<file path="src/rtl/simplez_uart_io.sv">
// Simplez memory-mapped console: four I/O registers at BASE..BASE+3
// backed by one 8N1 UART (screen = transmitter, keyboard = receiver).
module simplez_uart_io #(
    parameter int DATAW    = 12,
    parameter int ADDRW    = 9,
    parameter int BASE     = 508,
    parameter int BAUD_DIV = 104
) (
    input  logic             clk,
    input  logic             rstn,
    input  logic [ADDRW-1:0] addr,
    input  logic             rd,
    input  logic             wr,
    input  logic [DATAW-1:0] data_in,
    output logic [DATAW-1:0] data_out,
    output logic             sel,
    output logic             tx,
    input  logic             rx
);

    // BAUD_DIV must be at least 4 so the half-bit delay is non-zero.
    localparam int CW = $clog2(BAUD_DIV);
    localparam logic [CW-1:0] LAST = CW'(BAUD_DIV - 1);
    localparam logic [CW-1:0] HALF = CW'(BAUD_DIV / 2 - 1);
    localparam logic [ADDRW:0] A_LO = (ADDRW + 1)'(BASE);
    localparam logic [ADDRW:0] A_HI = (ADDRW + 1)'(BASE + 4);

    typedef enum logic [1:0] {
        T_IDLE,
        T_START,
        T_DATA,
        T_STOP
    } tx_state_t;

    typedef enum logic [1:0] {
        R_IDLE,
        R_START,
        R_DATA,
        R_STOP
    } rx_state_t;

    tx_state_t      r_tx_state;
    logic [CW-1:0]  r_tx_cnt;
    logic [2:0]     r_tx_bit;
    logic           r_tx;
    logic           r_tx_ready;
    logic [7:0]     r_tx_data;

    rx_state_t      r_rx_state;
    logic [CW-1:0]  r_rx_cnt;
    logic [2:0]     r_rx_bit;
    logic [7:0]     r_rx_shift;
    logic [7:0]     r_rx_data;
    logic           r_rx_avail;
    logic           r_frame_err;
    logic           r_overrun;
    logic           r_rx_s1;
    logic           r_rx_s2;
    logic           r_rx_prev;

    logic [ADDRW-1:0] w_diff;
    logic [1:0]       w_off;
    logic             w_sel;
    logic             w_wr1;
    logic             w_rd2;
    logic             w_rd3;
    logic             w_tx_tick;
    logic             w_tx_done;
    logic             w_tx_accept;
    logic [2:0]       w_tx_nbit;
    logic             w_rx_tick;
    logic             w_rx_fall;
    logic             w_unused;

    // Address decode and strobe qualification.
    assign w_sel  = ({1'b0, addr} >= A_LO) && ({1'b0, addr} < A_HI);
    assign w_diff = addr - A_LO[ADDRW-1:0];
    assign w_off  = w_diff[1:0];
    assign w_wr1  = w_sel && wr && (w_off == 2'd1);
    assign w_rd2  = w_sel && rd && (w_off == 2'd2);
    assign w_rd3  = w_sel && rd && (w_off == 2'd3);
    assign sel    = w_sel;
    assign tx     = r_tx;

    assign w_unused = ^{data_in[DATAW-1:8], w_diff[ADDRW-1:2]};

    // A write on the edge that ends the stop bit is taken
    // back-to-back, so the line never idles between frames.
    assign w_tx_tick   = (r_tx_cnt == LAST);
    assign w_tx_done   = (r_tx_state == T_STOP) && w_tx_tick;
    assign w_tx_accept = w_wr1 && (r_tx_ready || w_tx_done);
    assign w_tx_nbit   = r_tx_bit + 3'd1;

    assign w_rx_tick = (r_rx_cnt == LAST);
    assign w_rx_fall = r_rx_prev && !r_rx_s2;

    // Zero-latency register read, zero-extended to the bus width.
    always_comb begin
        data_out = '0;
        if (w_sel) begin
            unique case (w_off)
                2'd0: data_out = {{(DATAW-1){1'b0}}, r_tx_ready};
                2'd1: data_out = {{(DATAW-8){1'b0}}, r_tx_data};
                2'd2: data_out = {{(DATAW-3){1'b0}},
                                  r_overrun, r_frame_err, r_rx_avail};
                2'd3: data_out = {{(DATAW-8){1'b0}}, r_rx_data};
            endcase
        end
    end

    // Transmitter: start bit, 8 data bits LSB first, stop bit.
    always_ff @(posedge clk) begin
        if (!rstn) begin
            r_tx_state <= T_IDLE;
            r_tx_cnt   <= '0;
            r_tx_bit   <= '0;
            r_tx       <= 1'b1;
            r_tx_ready <= 1'b1;
            r_tx_data  <= '0;
        end else if (w_tx_accept) begin
            r_tx_state <= T_START;
            r_tx_cnt   <= '0;
            r_tx_bit   <= '0;
            r_tx       <= 1'b0;
            r_tx_ready <= 1'b0;
            r_tx_data  <= data_in[7:0];
        end else begin
            unique case (r_tx_state)
                T_IDLE: begin
                    r_tx_cnt <= '0;
                end
                T_START: begin
                    if (w_tx_tick) begin
                        r_tx_state <= T_DATA;
                        r_tx_cnt   <= '0;
                        r_tx       <= r_tx_data[0];
                    end else begin
                        r_tx_cnt <= r_tx_cnt + 1'b1;
                    end
                end
                T_DATA: begin
                    if (w_tx_tick) begin
                        r_tx_cnt <= '0;
                        if (r_tx_bit == 3'd7) begin
                            r_tx_state <= T_STOP;
                            r_tx       <= 1'b1;
                        end else begin
                            r_tx_bit <= w_tx_nbit;
                            r_tx     <= r_tx_data[w_tx_nbit];
                        end
                    end else begin
                        r_tx_cnt <= r_tx_cnt + 1'b1;
                    end
                end
                T_STOP: begin
                    if (w_tx_tick) begin
                        r_tx_state <= T_IDLE;
                        r_tx_cnt   <= '0;
                        r_tx_ready <= 1'b1;
                    end else begin
                        r_tx_cnt <= r_tx_cnt + 1'b1;
                    end
                end
                default: r_tx_state <= T_IDLE;
            endcase
        end
    end

    // Two-flop synchroniser for the asynchronous rx line, plus a
    // delayed copy for falling-edge detection.
    always_ff @(posedge clk) begin
        if (!rstn) begin
            r_rx_s1   <= 1'b1;
            r_rx_s2   <= 1'b1;
            r_rx_prev <= 1'b1;
        end else begin
            r_rx_s1   <= rx;
            r_rx_s2   <= r_rx_s1;
            r_rx_prev <= r_rx_s2;
        end
    end

    // Receiver FSM and status flags. Read clears come first so a
    // completion on the same edge wins over the clear.
    always_ff @(posedge clk) begin
        if (!rstn) begin
            r_rx_state  <= R_IDLE;
            r_rx_cnt    <= '0;
            r_rx_bit    <= '0;
            r_rx_shift  <= '0;
            r_rx_data   <= '0;
            r_rx_avail  <= 1'b0;
            r_frame_err <= 1'b0;
            r_overrun   <= 1'b0;
        end else begin
            if (w_rd3) begin
                r_rx_avail <= 1'b0;
                r_overrun  <= 1'b0;
            end
            if (w_rd2) begin
                r_frame_err <= 1'b0;
            end
            unique case (r_rx_state)
                R_IDLE: begin
                    r_rx_cnt <= '0;
                    if (w_rx_fall) begin
                        r_rx_state <= R_START;
                    end
                end
                R_START: begin
                    if (r_rx_cnt == HALF) begin
                        r_rx_cnt   <= '0;
                        r_rx_bit   <= '0;
                        r_rx_state <= r_rx_s2 ? R_IDLE : R_DATA;
                    end else begin
                        r_rx_cnt <= r_rx_cnt + 1'b1;
                    end
                end
                R_DATA: begin
                    if (w_rx_tick) begin
                        r_rx_cnt   <= '0;
                        r_rx_shift <= {r_rx_s2, r_rx_shift[7:1]};
                        r_rx_bit   <= r_rx_bit + 3'd1;
                        if (r_rx_bit == 3'd7) begin
                            r_rx_state <= R_STOP;
                        end
                    end else begin
                        r_rx_cnt <= r_rx_cnt + 1'b1;
                    end
                end
                R_STOP: begin
                    if (w_rx_tick) begin
                        r_rx_cnt   <= '0;
                        r_rx_state <= R_IDLE;
                        if (r_rx_s2) begin
                            r_rx_data  <= r_rx_shift;
                            r_rx_avail <= 1'b1;
                            if (r_rx_avail && !w_rd3) begin
                                r_overrun <= 1'b1;
                            end
                        end else begin
                            r_frame_err <= 1'b1;
                        end
                    end else begin
                        r_rx_cnt <= r_rx_cnt + 1'b1;
                    end
                end
                default: r_rx_state <= R_IDLE;
            endcase
        end
    end

endmodule

</file>
<file path="config.mk">
export PLATFORM = sky130hd
export DESIGN_NAME = simplez_uart_io
export DESIGN_NICKNAME = d
export VERILOG_FILES = /design/src/rtl/simplez_uart_io.sv
export SDC_FILE = /design/constraint.sdc
export NUM_CORES = 1
export LEC_CHECK = 0
export BUFFER_PORTS_ARGS = -buffer_cell sky130_fd_sc_hd__buf_4
export CAP_MARGIN = 40
export CORE_ASPECT_RATIO = 0.5
export CORE_UTILIZATION = 60
export CTS_CLUSTER_SIZE = 10
export DETAILED_ROUTE_END_ITERATION = 6
export PLACE_DENSITY = 0.89
export SLEW_MARGIN = 0
export SYNTH_ARGS = -nofsm -noshare
export SYNTH_HDL_FRONTEND = slang
export SYNTH_SLANG_ARGS = --single-unit
</file>
<file path="constraint.sdc">
create_clock -name clk -period 5.15 [get_ports clk]
set_input_delay 0.7725 -clock clk [delete_from_list [all_inputs] [get_ports clk]]
set_output_delay 0.7725 -clock clk [all_outputs]
set_load 0.03 [all_outputs]
</file>
==> impl_metrics.env <==
export IMPL_cts_buffers=5
export IMPL_ys_warn_count=0
export IMPL_fin_crit_sh_pct=49.9
export IMPL_gp_congestion=0.862
export IMPL_reg2reg_slack_ns=2.94
export IMPL_status="finished, final reports clean"
export IMPL_h_tree_depth=2
export IMPL_post_dp_hpwl_mm=3.81
export IMPL_placed_cells=369
export IMPL_vias=2210
export IMPL_setup_tns_ns=0
export IMPL_async_flop_share_pct=0
export IMPL_ios=40
export IMPL_grt_pass1_vias=2119
export IMPL_wire_per_inst_um=14.8
export IMPL_drv_slew=0
export IMPL_grt_max_degree=29
export IMPL_synthCells=301
export IMPL_busiest_layer="met2"
export IMPL_grt_use_total_pct=25.2
export IMPL_hold_start="r_rx_cnt[0]"
export IMPL_startpoint_type="input pin"
export IMPL_postRouteAntennaNets=0
export IMPL_antenna_found_initial=0
export IMPL_drive_gt1_share_pct=16.1
export IMPL_maxCapViolCount=0
export IMPL_vias_per_cell=5.86
export IMPL_grt_overflow_total=0
export IMPL_drc=0
export IMPL_core_um2=4100
export IMPL_path_clk_slew_ns=0.10
export IMPL_end_kind="output port"
export IMPL_arrival_ns=1.80
export IMPL_fp_dieH_um=49.5
export IMPL_wirelength_mm=5.59
export IMPL_fmax_ghz=0.389
export IMPL_fin_nets=359
export IMPL_leakage_nw=1.22
export IMPL_yosysTopAreaCell="dfxtp_1"
export IMPL_grt_use_met1_pct=27.8
export IMPL_hp_class="reg2reg"
export IMPL_synth_edf_count=0
export IMPL_tightest_slew_ns=0.788
export IMPL_finalHoldViolCount=0
export IMPL_antenna_cells=0
export IMPL_synth_most_common_cell="dfxtp_1"
export IMPL_power_density_nw_per_um2=253
export IMPL_rsz0062_at_grt="no"
export IMPL_cts_root_buf="clkbuf_8"
export IMPL_die_w_um=97.0
export IMPL_row_count=16
export IMPL_grt_util_met2_pct=45.1
export IMPL_path_class="in2out"
export IMPL_cts_resized=0
export IMPL_initial_core_util_pct=65.9
export IMPL_grt_pass1_wl_mm=9.49
export IMPL_clock_skew_ns=0.00435
export IMPL_critPathLaunch="addr[1]"
export IMPL_use_met3_pct=6.24
export IMPL_r2r_start="r_tx_bit[0]"
export IMPL_finalSetupViolations=0
export IMPL_synth_cell_types=54
export IMPL_netlist_top_cells_area="dfxtp_1, nor2_1, mux2i_1"
export IMPL_synth_area_um2=2710
export IMPL_synth_top_area_share_pct=41.4
export IMPL_dr_pass1_iters=4
export IMPL_area_growth_syn_to_layout_pct=11.5
export IMPL_cts_path_max_buffers=2
export IMPL_postSynthAreaPerCell_um2=8.99
export IMPL_synth_main_ff_cell="dfxtp_1"
export IMPL_post_cts_buffers=0
export IMPL_cts_sinks=56
export IMPL_layout_min_cycle_time_ns=2.57
export IMPL_synthTopCellsByCount="dfxtp_1, nor2_1, nand3_1"
export IMPL_seq_area_frac_synth_pct=41.4
export IMPL_worst_skew_pair_late_latency_ns=0.32
export IMPL_postCtsHoldBufs=0
export IMPL_dieArea_um2=4800
export IMPL_finalNonFillerCells=377
export IMPL_ys_ff_latch=56
export IMPL_cts_tree="built"
export IMPL_drt_iter0_drc=82
export IMPL_max_slew_margin_pct=47.4
export IMPL_critical_path_max_fanout=10
export IMPL_cp_required_ns=4.38
export IMPL_port_buffers=31
export IMPL_peakVddDrop_mv=0.175
[through the flow]
stage / setup WS, ns / utilization [%] / cell area [um^2] / power [mW] / hold WS (ns)
floorplan: 2.60 / - / 2720 / 0.468 / 0.386
global placement: 2.57 / 70.8 / 2910 / 0.479 / 0.387
detailed placement: 2.58 / 70.8 / 2910 / 0.480 / 0.440
CTS: 2.58 / 73.5 / 3020 / 0.767 / 0.454
global route: 2.55 / 73.5 / 3020 / 0.791 / 0.481
finish: 2.58 / 73.5 / 3020 / 0.765 / 0.450
[worst max-delay path, cell delays in order]
cell    delay [ns]
buf_4         0.17
mux4_2        0.51
and3_1        0.19
buf_4         0.16
[final timing paths]
check,cells after the start,to
max reg2reg,6,tx
min reg2reg,1,r_rx_cnt[0]
min,1,r_rx_cnt[0]
max,4,data_out[0]
[where the power goes]
group,internal (mW),switching (mW)
clock,0.147,0.148
sequential,0.434,0.00169
combinational,0.0149,0.0190
[cell type report]
cell class / count / area (um^2)
tap: 54 / 67.6
sequential: 56 / 1120
multi-input combinational: 219 / 1450
clock buffer: 6 / 72.6
clock inverter: 2 / 38.8
timing repair buffer: 31 / 233
fill: 283 / 1090
inverter: 9 / 33.8
[per-layer routing]
layer	routed length, um	vias to the layer above
met5	0	-
met4	140	0
met3	202	15
met2	2840	43
met1	2410	1060
li1	-	1092
[sequential cells by signal, summed over array words and instances, names as in the netlist, 2 cells and up, named ones only]
| name | cells |
|---|---|
| r_tx_state | 2 |
| r_rx_bit | 3 |
| r_tx_cnt | 7 |
| r_rx_shift | 8 |
| r_tx_bit | 3 |
| r_tx_data | 8 |
| r_rx_cnt | 7 |
| r_rx_data | 8 |
[cells in the final DEF, fill, tap and decap left out, types with 6 or more instances in the layout]
master   synthesis  final
a21oi_1         15     15
inv_1            9      9
dfxtp_1         56     56
o21ai_0         12     12
nand3_1         22     22
o21ai_1         11     11
ha_1            11     11
nor2_1          43     43
mux2i_1         15     15
xor2_1           6      6
buf_4            5     31
nand2_1         17     17
[cells by family (layout without fill, tap and decap cells)]
| logic type | Yosys count | in the layout | synth area share, % |
|---|---|---|---|
| compound gates | 60 | 60 | 13.9 |
| flops | 56 | 56 | 41.4 |
| xor+xnor | 10 | 10 | 3.24 |
| buf+inv | 29 | 48 | 5.37 |
| simple gates | 113 | 113 | 21.3 |
| fa+ha+maj | 11 | 11 | 5.09 |
| other cells | 1 | 4 | 0.139 |
| mux | 21 | 21 | 9.57 |
Power figures use the tool's default switching activity.
